`src/rtl/pipe_ctrl_pkg.sv`:
```
// Shared types and constants for the pipeline stall/flush controller.
package pipe_ctrl_pkg;

    typedef enum logic [1:0] {
        RUN      = 2'd0,
        WAIT_MEM = 2'd1,
        FAULT    = 2'd2
    } state_e;

    localparam int DEF_MEM_TIMEOUT = 16;
    localparam int DEF_REG_AW      = 5;
    localparam int ZERO_REG        = 0;

endpackage

```
`src/rtl/hazard_sat_cnt.sv`:
```
// 32-bit saturating event counter; sticks at all-ones instead of wrapping.
module hazard_sat_cnt (
    input  logic        clk,
    input  logic        rst,
    input  logic        inc,
    output logic [31:0] count
);

    logic [31:0] count_q, count_d;

    always_comb begin
        count_d = count_q;
        if (inc && (count_q != 32'hFFFF_FFFF))
            count_d = count_q + 32'd1;
    end

    always_ff @(posedge clk or posedge rst) begin
        if (rst) count_q <= 32'd0;
        else     count_q <= count_d;
    end

    assign count = count_q;

endmodule

```
`src/rtl/pipeline_hazard_ctrl.sv`:
```
// Stall/flush controller for the 5-stage pipeline: load-use, branch squash, memory wait + timeout.
// Optional HAZ_PERF_EN adds saturating stall/flush event counters.
module pipeline_hazard_ctrl
    import pipe_ctrl_pkg::*;
#(
    parameter int MEM_TIMEOUT = DEF_MEM_TIMEOUT,
    parameter int REG_AW      = DEF_REG_AW
) (
    input  logic              clk,
    input  logic              rst,
    input  logic [REG_AW-1:0] id_rs,
    input  logic [REG_AW-1:0] id_rt,
    input  logic              id_uses_rt,
    input  logic              ex_mem_read,
    input  logic [REG_AW-1:0] ex_rd,
    input  logic              branch_taken,
    input  logic              mem_req,
    input  logic              mem_ready,
    output logic              pc_en,
    output logic              ifid_en,
    output logic              idex_en,
    output logic              exmem_en,
    output logic              memwb_en,
    output logic              ifid_flush,
    output logic              idex_flush,
    output logic              memwb_flush,
    output logic              fault,
    output logic              busy
`ifdef HAZ_PERF_EN
    ,
    output logic [31:0]       stall_cycles,
    output logic [31:0]       flush_events
`endif
);

    localparam int CW = $clog2(MEM_TIMEOUT + 1);
    localparam logic [REG_AW-1:0] ZR = REG_AW'(ZERO_REG);

    state_e          state_q, state_d;
    logic [CW-1:0]   wait_cnt_q, wait_cnt_d;
    logic            mem_stall, load_use;

    assign mem_stall = mem_req & ~mem_ready;
    assign load_use  = ex_mem_read & (ex_rd != ZR) &
                       ((ex_rd == id_rs) | (id_uses_rt & (ex_rd == id_rt)));

    always_comb begin
        state_d     = state_q;
        wait_cnt_d  = wait_cnt_q;
        pc_en       = 1'b1;
        ifid_en     = 1'b1;
        idex_en     = 1'b1;
        exmem_en    = 1'b1;
        memwb_en    = 1'b1;
        ifid_flush  = 1'b0;
        idex_flush  = 1'b0;
        memwb_flush = 1'b0;
        fault       = 1'b0;
        busy        = 1'b0;
        if (rst) begin
            {pc_en, ifid_en, idex_en, exmem_en, memwb_en} = 5'b0;
            {ifid_flush, idex_flush, memwb_flush}         = 3'b111;
        end else begin
            case (state_q)
                RUN: begin
                    if (mem_stall) begin
                        {pc_en, ifid_en, idex_en, exmem_en} = 4'b0;
                        memwb_flush = 1'b1;
                        state_d     = WAIT_MEM;
                        wait_cnt_d  = CW'(1);
                    end else if (branch_taken) begin
                        // squash wins over load-use: the dependent instruction is discarded anyway
                        ifid_flush = 1'b1;
                        idex_flush = 1'b1;
                    end else if (load_use) begin
                        pc_en      = 1'b0;
                        ifid_en    = 1'b0;
                        idex_flush = 1'b1;
                    end
                end
                WAIT_MEM: begin
                    busy = 1'b1;
                    if (mem_ready) begin
                        state_d    = RUN;
                        wait_cnt_d = '0;
                    end else begin
                        {pc_en, ifid_en, idex_en, exmem_en} = 4'b0;
                        memwb_flush = 1'b1;
                        wait_cnt_d  = wait_cnt_q + CW'(1);
                        // the wait cycle that completes the budget sends us to FAULT next
                        if (wait_cnt_d == CW'(MEM_TIMEOUT))
                            state_d = FAULT;
                    end
                end
                FAULT: begin
                    {pc_en, ifid_en, idex_en, exmem_en, memwb_en} = 5'b0;
                    memwb_flush = 1'b1;
                    fault       = 1'b1;
                end
                default: state_d = RUN;
            endcase
        end
    end

    always_ff @(posedge clk or posedge rst) begin
        if (rst) begin
            state_q    <= RUN;
            wait_cnt_q <= '0;
        end else begin
            state_q    <= state_d;
            wait_cnt_q <= wait_cnt_d;
        end
    end

`ifdef HAZ_PERF_EN
    logic stall_inc, flush_inc;

    assign stall_inc = ~rst & (state_q != FAULT) & ~pc_en;
    assign flush_inc = ~rst & (state_q == RUN) & ~mem_stall & branch_taken;

    hazard_sat_cnt u_stall_cnt (.clk(clk), .rst(rst), .inc(stall_inc), .count(stall_cycles));
    hazard_sat_cnt u_flush_cnt (.clk(clk), .rst(rst), .inc(flush_inc), .count(flush_events));
`endif

endmodule

```
`config.mk`:
```
export PLATFORM = sky130hd
export DESIGN_NAME = pipeline_hazard_ctrl
export DESIGN_NICKNAME = d
export VERILOG_FILES = /design/src/rtl/pipe_ctrl_pkg.sv /design/src/rtl/hazard_sat_cnt.sv /design/src/rtl/pipeline_hazard_ctrl.sv
export SDC_FILE = /design/constraint.sdc
export NUM_CORES = 1
export LEC_CHECK = 0
export ABC_AREA = 0
export CAP_MARGIN = 20
export CORE_AREA = 2 2 39 41
export DETAILED_ROUTE_END_ITERATION = 8
export DIE_AREA = 0 0 41 43
export DONT_BUFFER_PORTS = 1
export GPL_TIMING_DRIVEN = 1
export SLEW_MARGIN = 0
export SYNTH_ARGS = -nofsm -noshare
export SYNTH_HDL_FRONTEND = slang
export SYNTH_HIERARCHICAL = 1
export SYNTH_SLANG_ARGS = --single-unit
```
`constraint.sdc`:
```
create_clock -name clk -period 2 [get_ports clk]
set_input_delay 0.3 -clock clk [delete_from_list [all_inputs] [get_ports clk]]
set_output_delay 0.3 -clock clk [all_outputs]
set_load 0.01 [all_outputs]
```
* Word-level counts from Yosys, hierarchy flattened
Index checks and enable logic that the tools add are counted.
** Word-level totals
- Flip-flop bits (word level) :: 7
- Latch bits :: 0
- RAM bits :: 0
- ROM bits :: 0
- Bits of input ports :: 22
- Output and inout bits :: 10
- Logic and storage cells :: 58
- Memories kept :: 0
** Cells by class
- $add $sub $neg :: 1
- Multiply operators :: 0
- Divide/modulo/power cells :: 0
- $lt $le $gt $ge :: 0
- Equal/unequal tests :: 7
- Shift-type cells :: 0
- Multiplexer cells :: 35
- Bitwise logic cells :: 8
- Reductions and logical operators :: 5
** Operator list (number)
- $mux 1 :: 25
- $eq 5x5->1 :: 2
- $mux 5 :: 2
- $pmux 5 s2 :: 1
- $pmux 1 s3 :: 3
- $mux 2 :: 3
- $pmux 2 s3 :: 1
- $add 5x1->5 const B :: 1
- $eq 5x5->1 const B :: 1
- $reduce_bool 5->1 :: 1
- $and 1x1->1 :: 4
- $reduce_and 4->1 :: 1
- $ne 3x3->1 const B :: 1
- $not 1->1 :: 3
- $reduce_and 3->1 :: 1
- $eq 2x1->1 const B :: 1
- $eq 2x2->1 const B :: 1
- $logic_not 2->1 :: 1
- $ne 2x2->1 const B :: 1
- $reduce_bool 2->1 :: 1
- $or 1x1->1 :: 1

* Depth between registers and ports, before layout
Gate-level depths: netlist (run 1).
- Depth after elaboration :: 9
- Mapped depth :: 6
- Mapped depth without buffers :: 4

* Worst setup path before layout (run 1)
No wires, ideal clock.
- Path kind :: reg2out
- From :: register state_q[0]
- To :: output pc_en
- Data arrival time :: 1.379 ns
- Setup slack :: 0.321 ns
- Cell stages (with the launch flop) :: 6
- Path through :: dfrtp_1 inv_2 a21oi_1 nand2_1 o21ba_1 buf_4
** On the way
- Longest elaborated chain between the ends :: 3
- Elaborated cells between the ends (all ways) :: 5
- Those cells by class :: 2 x eq/ne; 2 x mux; 1 x reduce/logical
** Ends and longest elaborated chain
- from (decl) :: RTL line pipeline_hazard_ctrl.sv:39 : state_e state_q, state_d;
- from (signal assigned) :: RTL line pipeline_hazard_ctrl.sv:110 : state_q <= state_d;
- $eq 2x2->1 (tied with other cells)
- $pmux 1 s3 (*)
- $mux 1 (*)
- to (decl) :: RTL line pipeline_hazard_ctrl.sv:19 : output logic pc_en,
Mark *: on every way between the ends. The rest lies on a longest branch, timed or not.

* Worst setup path in the final report (run 1)
- From :: register state_q[0]
- To :: output ifid_en
** On the way
- Longest elaborated chain between the ends :: 3
- Elaborated cells between the ends (all ways) :: 5
- Those cells by class :: 2 x eq/ne; 2 x mux; 1 x reduce/logical
** Ends and longest elaborated chain
- $eq 2x2->1 (tied with other cells) :: RTL line pipeline_hazard_ctrl.sv:64 : case (state_q)
- $pmux 1 s3 (*) :: RTL line pipeline_hazard_ctrl.sv:64
- $mux 1 (*) :: RTL line pipeline_hazard_ctrl.sv:60 : if (rst) begin
- to (decl) :: RTL line pipeline_hazard_ctrl.sv:20 : output logic ifid_en,
Marks and branches as above.

==> results.py, run 1 <==
metrics = {
    "run_status": {
        "outcome": "finished, final reports clean",
    },
    "placement": {
        "dp_hpwl_microns": 1020,
        "place_area_sq_um": 622,
        "portBuffers": 0,
        "place_congestion": 0.689,
    },
    "final_layout": {
        "finalInstanceArea_sq_um": 661,
        "antenna_cells": 0,
        "synthToLayoutAreaGrowth_pct": 7.54,
        "nNetsFinal": 102,
        "layout-drive-gt1-share": 0.103,
    },
    "setup_path": {
        "critPathTopFamily": "compound AO/OA/AOI/OAI gates",
        "start_kind": "flip-flop",
        "cp_slowest_cell": "dfrtp_1",
        "arrival_ns": 1.51,
        "crit_buf_inv": 1,
        "cp-end-kind": "output pin",
        "path_class": "reg -> out",
        "crit_path_cell_trace": "inv_2 -> a21oi_1 -> nand2_1 -> o21ba_1",
        "cpPeakStageDelay_ns": 0.46,
        "critPathRequiredTime_ns": 1.70,
        "critical_path.max_fanout": 8,
    },
    "detailed_routing": {
        "ant_nets": 0,
        "firstDrtPassIters": 4,
        "routed_wirelength_microns": 1300,
        "drt_iter0_markers": 17,
        "wl_per_cell_microns": 13.8,
        "num_vias": 572,
        "drcViolationCount": 0,
        "vias_per_cell": 6.09,
    },
    "die": {
        "num_rows": 14,
        "floorplan.die_area_sq_mm": 0.00176,
        "start_util": 0.444,
        "core_area_sq_mm": 0.00138,
        "die_w_microns": 41,
        "die_y_microns": 43,
        "ios": 32,
    },
    "cts": {
        "cts_setup_buffers": 0,
        "clock_latency_ns": 0.25,
        "root_buffer": "clkbuf_4",
        "cts_tree": "built",
        "clk_path_buf_depth": 2,
        "htreeDepth": 1,
        "cts.clk_slew.worst_paths_ns": 0.05,
        "numCtsBuffers": 3,
        "clock_sinks": 7,
    },
    "timing": {
        "tightest_slew_ns": 0.353,
        "finalSetupViolations": 0,
        "hold_violations": 0,
        "finalMaxSlewViolations": 0,
        "tns_ns": 0,
        "fmax_ghz": 0.551,
        "fin_worst_skew_ns": 0.000706,
        "relSlewSlack": 0.765,
        "finalCritPeriodShare": 0.907,
        "layout_min_cycle_time_ns": 1.81,
        "rsz0062_at_grt": "no",
    },
    "synth": {
        "synth_area_leaders": "dfrtp_1, xor2_1, o21ai_0",
        "syn-num-nets": 98,
        "seq_area_frac_synth": 0.285,
        "ys_ff_latch": 7,
        "synth_largest_area_cell": "dfrtp_1",
        "netlist.area_leader.share": 0.285,
        "synthArstFlopShare": 1.00,
        "synthCells": 75,
        "synthFlopType": "dfrtp_1",
        "synth.distinct_cells": 37,
        "syn_area_sq_um": 614,
        "avgSynthCellArea_sq_um": 8.19,
        "synth-edff-count": 0,
        "yosys_warnings": 6,
    },
    "global_route": {
        "grt_max_degree": 11,
        "grt_pass1_wl_microns": 2180,
        "overflow": 0,
        "grt_antenna_before_repair": 0,
        "grt_pass1_vias": 536,
        "track_usage": 0.183,
    },
    "min_path": {
        "worstHoldPathType": "in -> reg",
    },
    "power_and_ir_drop": {
        "pwr_density_cell_mw_per_mm2": 665,
        "total_power_uw": 440,
        "power_leakage_nw": 0.279,
        "vdd_ir_drop_max_v": 0.000413,
    },
    "flow_run": {
        "cap_violations": 0,
    },
}
## logic make-up after synthesis
kind of cell | after synthesis | synth area share
AOI/OAI and AO/OA | 23 | 0.253
xor gates and xnor gates | 10 | 0.143
adders and majority gates | 1 | 0.0204
buffers and inverters | 8 | 0.0631
DFF | 7 | 0.285
and+or+nand+nor | 26 | 0.236
## metal layers
layer  vias to the layer above  global-route usage  wire (microns)
met5                         -                   0               0
met4                         0               0.100              26
met3                         4              0.0314             134
met2                        26               0.291             609
met1                       263               0.221             526
li1                        279                   -               -
## where the power goes
| group | internal, mW | switching [mW] | total, mW |
|---|---|---|---|
| Clock | 0.0761 | 0.0519 | 0.128 |
| Sequential | 0.162 | 0.0310 | 0.193 |
| Combinational | 0.0507 | 0.0684 | 0.119 |
## synth_stat cells (2+ instances only)
library cell and count:
xor2_1 9, o21ai_0 8, dfrtp_1 7, nand2_1 6
inv_1 4, nor2_1 4, a21oi_1 2, buf_4 2
nand2b_1 2, nand3_1 2, nand4_1 2, nor3_1 2
## flip-flops by register name, indices dropped and copies added, names as in the netlist
signal      count
state_q         2
wait_cnt_q      5
## metrics by stage
stage	hold WS (ns)	cells	util	setup slack (ns)
detailed placement	0.173	89	0.449	0.412
finish	0.234	94	0.477	0.186
floorplan	0.125	75	-	0.321
CTS	0.234	94	0.476	0.147
global route	0.256	94	0.477	0.0400
global placement	0.171	89	0.449	0.416
## placed cells by master, fill, tap and decap left out, types with 2 or more instances in the layout
cell	count
a21oi_1	2
o21ai_0	8
nor3_1	2
nor2_1	3
nand2b_1	2
nand4_1	2
xor2_1	9
dfrtp_1	7
clkbuf_4	3
nand3_1	2
nand2_1	6
inv_1	4
## cell type report
type                    instances  area (sq um)
clock buffers                   4          26.3
fillers                       146           723
inverters                       5          18.8
multi-input cells              60           403
flip-flops and latches          7           175
well taps                      16          20.0
repair buffers                  2          17.5
## final timing paths
| path | from | end | slack, ns | depth (start not counted) |
|---|---|---|---|---|
| worst max-delay path | state_q[0] | ifid_en | 0.19 | 4 |
| worst min-delay path | mem_req | state_q[0] | 0.23 | 2 |
| worst max register to register | state_q[1] | wait_cnt_q[4] | 0.66 | 4 |
| worst min register to register | wait_cnt_q[4] | wait_cnt_q[4] | 0.53 | 1 |
| max in group asynchronous | rst | wait_cnt_q[0] | 1.28 | 2 |
| min in group asynchronous | rst | wait_cnt_q[3] | 0.46 | 2 |
## repair_timing
item	4_1_cts	5_1_grt
endpoints found under the setup margin	0	2
hold buffers	1	0
hold endpoints to repair	7	0
gates resized for setup	0	1
Power figures use the tool's default switching activity.
==> run 2: changes to the inputs <==
--- a/config.mk
+++ b/config.mk
@@ -5,11 +5,10 @@
 export SDC_FILE = /design/constraint.sdc
 export NUM_CORES = 1
 export LEC_CHECK = 0
-export ABC_AREA = 0
 export CAP_MARGIN = 20
-export CORE_AREA = 2 2 39 41
+export CORE_AREA = 5 5 42 44
 export DETAILED_ROUTE_END_ITERATION = 8
-export DIE_AREA = 0 0 41 43
+export DIE_AREA = 0 0 47 49
 export DONT_BUFFER_PORTS = 1
 export GPL_TIMING_DRIVEN = 1
 export SLEW_MARGIN = 0
==> constraint.sdc (replaced) <==
create_clock -name clk -period 2 [get_ports clk]
set_input_delay 0.3 -clock clk [delete_from_list [all_inputs] [get_ports clk]]
set_output_delay 0.3 -clock clk [all_outputs]
set_load 0.05 [all_outputs]
==> results.py, run 2 (synthesis results as in run 1) <==
metrics = {
    "setup_path": {
        "cpPeakStageDelay_ns": 0.57,
        "path_class": "reg -> out",
        "regToRegSetupSlack_ns": 0.58,
        "cp-end-kind": "output pin",
        "crit_path_cell_trace": "nor2_4 -> o21ai_0 -> nand2_4 -> o21ba_4 -> buf_12",
        "start_kind": "flip-flop",
        "arrival_ns": 1.60,
        "rr_startpoint": "state_q[1]",
        "critPathTopFamily": "flip-flops",
        "cp_slowest_cell": "dfrtp_1",
        "critical_path.max_fanout": 10,
        "critPathRequiredTime_ns": 1.70,
        "r2r-end": "wait_cnt_q[4]",
        "reg2regPathDepth": 4,
        "crit_buf_inv": 1,
    },
    "detailed_routing": {
        "vias_per_cell": 6.18,
        "firstDrtPassIters": 4,
        "ant_nets": 0,
        "wl_per_cell_microns": 15.5,
        "routed_wirelength_microns": 1570,
        "drcViolationCount": 0,
        "num_vias": 624,
        "drt_iter0_markers": 14,
    },
    "power_and_ir_drop": {
        "pwr_density_cell_mw_per_mm2": 703,
        "clkPwrFrac": 0.240,
        "power_leakage_nw": 0.324,
        "combPwrFrac": 0.402,
        "p_seq_frac": 0.358,
        "p_sw_uw": 224,
        "vdd_ir_drop_max_v": 0.000553,
        "intPower_uw": 322,
        "p_sw_frac": 0.411,
    },
    "global_route": {
        "grt_max_degree": 11,
        "overflow": 0,
        "grt_pass1_vias": 563,
        "grt_pass1_wl_microns": 2420,
        "track_usage": 0.141,
        "grt_antenna_before_repair": 0,
    },
    "cts": {
        "root_buffer": "clkbuf_4",
        "htreeDepth": 1,
        "clock_latency_ns": 0.26,
        "cts.clk_slew.worst_paths_ns": 0.05,
        "numCtsBuffers": 3,
        "clk_path_buf_depth": 2,
        "clock_sinks": 7,
        "cts_tree": "built",
    },
    "placement": {
        "place_congestion": 0.788,
        "dp_slack_ns": 0.315,
        "portBuffers": 0,
        "dp_hpwl_microns": 1260,
    },
    "timing": {
        "layout_min_cycle_time_ns": 1.90,
        "fmax_ghz": 0.527,
        "relSlewSlack": 0.672,
        "hold_violations": 0,
        "finalSetupViolations": 0,
        "finalMaxSlewViolations": 0,
        "finalCritPeriodShare": 0.949,
        "tns_ns": 0,
        "fin_worst_skew_ns": 0.00760,
        "tightest_slew_ns": 0.494,
        "worst_slack_ns": 0.103,
        "rsz0062_at_grt": "no",
    },
    "die": {
        "die_y_microns": 49,
        "core_area_sq_mm": 0.00140,
        "num_rows": 14,
        "ios": 32,
        "floorplan.die_area_sq_mm": 0.00230,
        "start_util": 0.438,
        "die_w_microns": 47,
    },
    "min_path": {
        "whs_path_depth": 2,
        "worstHoldPathType": "in -> reg",
        "min_to": "wait_cnt_q[0]",
        "min-delay-start": "mem_ready",
    },
    "run_status": {
        "outcome": "finished, final reports clean",
    },
    "final_layout": {
        "nNetsFinal": 109,
        "largest_registers": "wait_cnt_q x5, state_q x2",
        "max_flop_register": "wait_cnt_q",
        "largest_reg_flops": 5,
        "antenna_cells": 0,
        "final_common_cell": "xor2_1",
        "post-route-util": 0.554,
        "synthToLayoutAreaGrowth_pct": 26.5,
        "mostFrequentLayoutCells": "xor2_1, o21ai_0, dfrtp_1",
        "layout-drive-gt1-share": 0.235,
    },
    "flow_run": {
        "cap_violations": 0,
    },
}
==> run 2: worst max-delay path by stage <==
| stage | startpoint | end | slack, ns | cells past startpoint |
|---|---|---|---|---|
| floorplan | state_q[1] | pc_en | 0.02 | 5 |
| global placement | ex_rd[1] | ifid_en | 0.30 | 4 |
| detailed placement | state_q[1] | ifid_en | 0.32 | 5 |
| CTS | state_q[1] | ifid_en | 0.02 | 5 |
| global route | state_q[1] | ifid_en | 0.0007 | 5 |
| finish | state_q[1] | ifid_en | 0.10 | 5 |
==> run 2: routing by layer <==
| layer | vias up | track usage | routed length [microns] | share of wire |
|---|---|---|---|---|
| met5 | - | 0 | 0 | 0 |
| met4 | 0 | 0.0553 | 23 | 0.015 |
| met3 | 5 | 0.0369 | 189 | 0.12 |
| met2 | 34 | 0.226 | 771 | 0.49 |
| met1 | 293 | 0.174 | 584 | 0.37 |
| li1 | 292 | - | - | - |
==> run 2: stage by stage <==
stage / hold WS (ns) / total power [mW] / instance area (sq um) / cells
6_report: 0.243 / 0.546 / 777 / 101
5_1_grt: 0.260 / 0.578 / 777 / 101
3_3_place_gp: 0.186 / 0.408 / 728 / 96
2_1_floorplan: 0.125 / 0.355 / 647 / 75
3_5_place_dp: 0.185 / 0.411 / 728 / 96
4_1_cts: 0.251 / 0.545 / 764 / 101
==> run 2: area by class of cell <==
cell class	count	area, sq um
clock buffer	4	26.3
inverter	5	22.5
sequential	7	175
timing repair buffer	9	95.1
tap	16	20.0
multi-input combinational	60	438
fill	132	624
==> run 2: power by group through the flow <==
stage / sequential (mW) / combinational, mW / clock (mW)
finish: 0.196 / 0.219 / 0.131
global route: 0.200 / 0.236 / 0.142
CTS: 0.193 / 0.218 / 0.133
detailed placement: 0.195 / 0.216 / 0
global placement: 0.194 / 0.214 / 0
floorplan: 0.187 / 0.168 / 0
==> run 2: timing repair <==
item                                    in CTS  in global routing
resized for setup                            0                  3
buffers inserted                             0                  0
hold buffers                                 1                  0
endpoints found under the setup margin       0                  5
endpoints found under the hold margin        7                  0
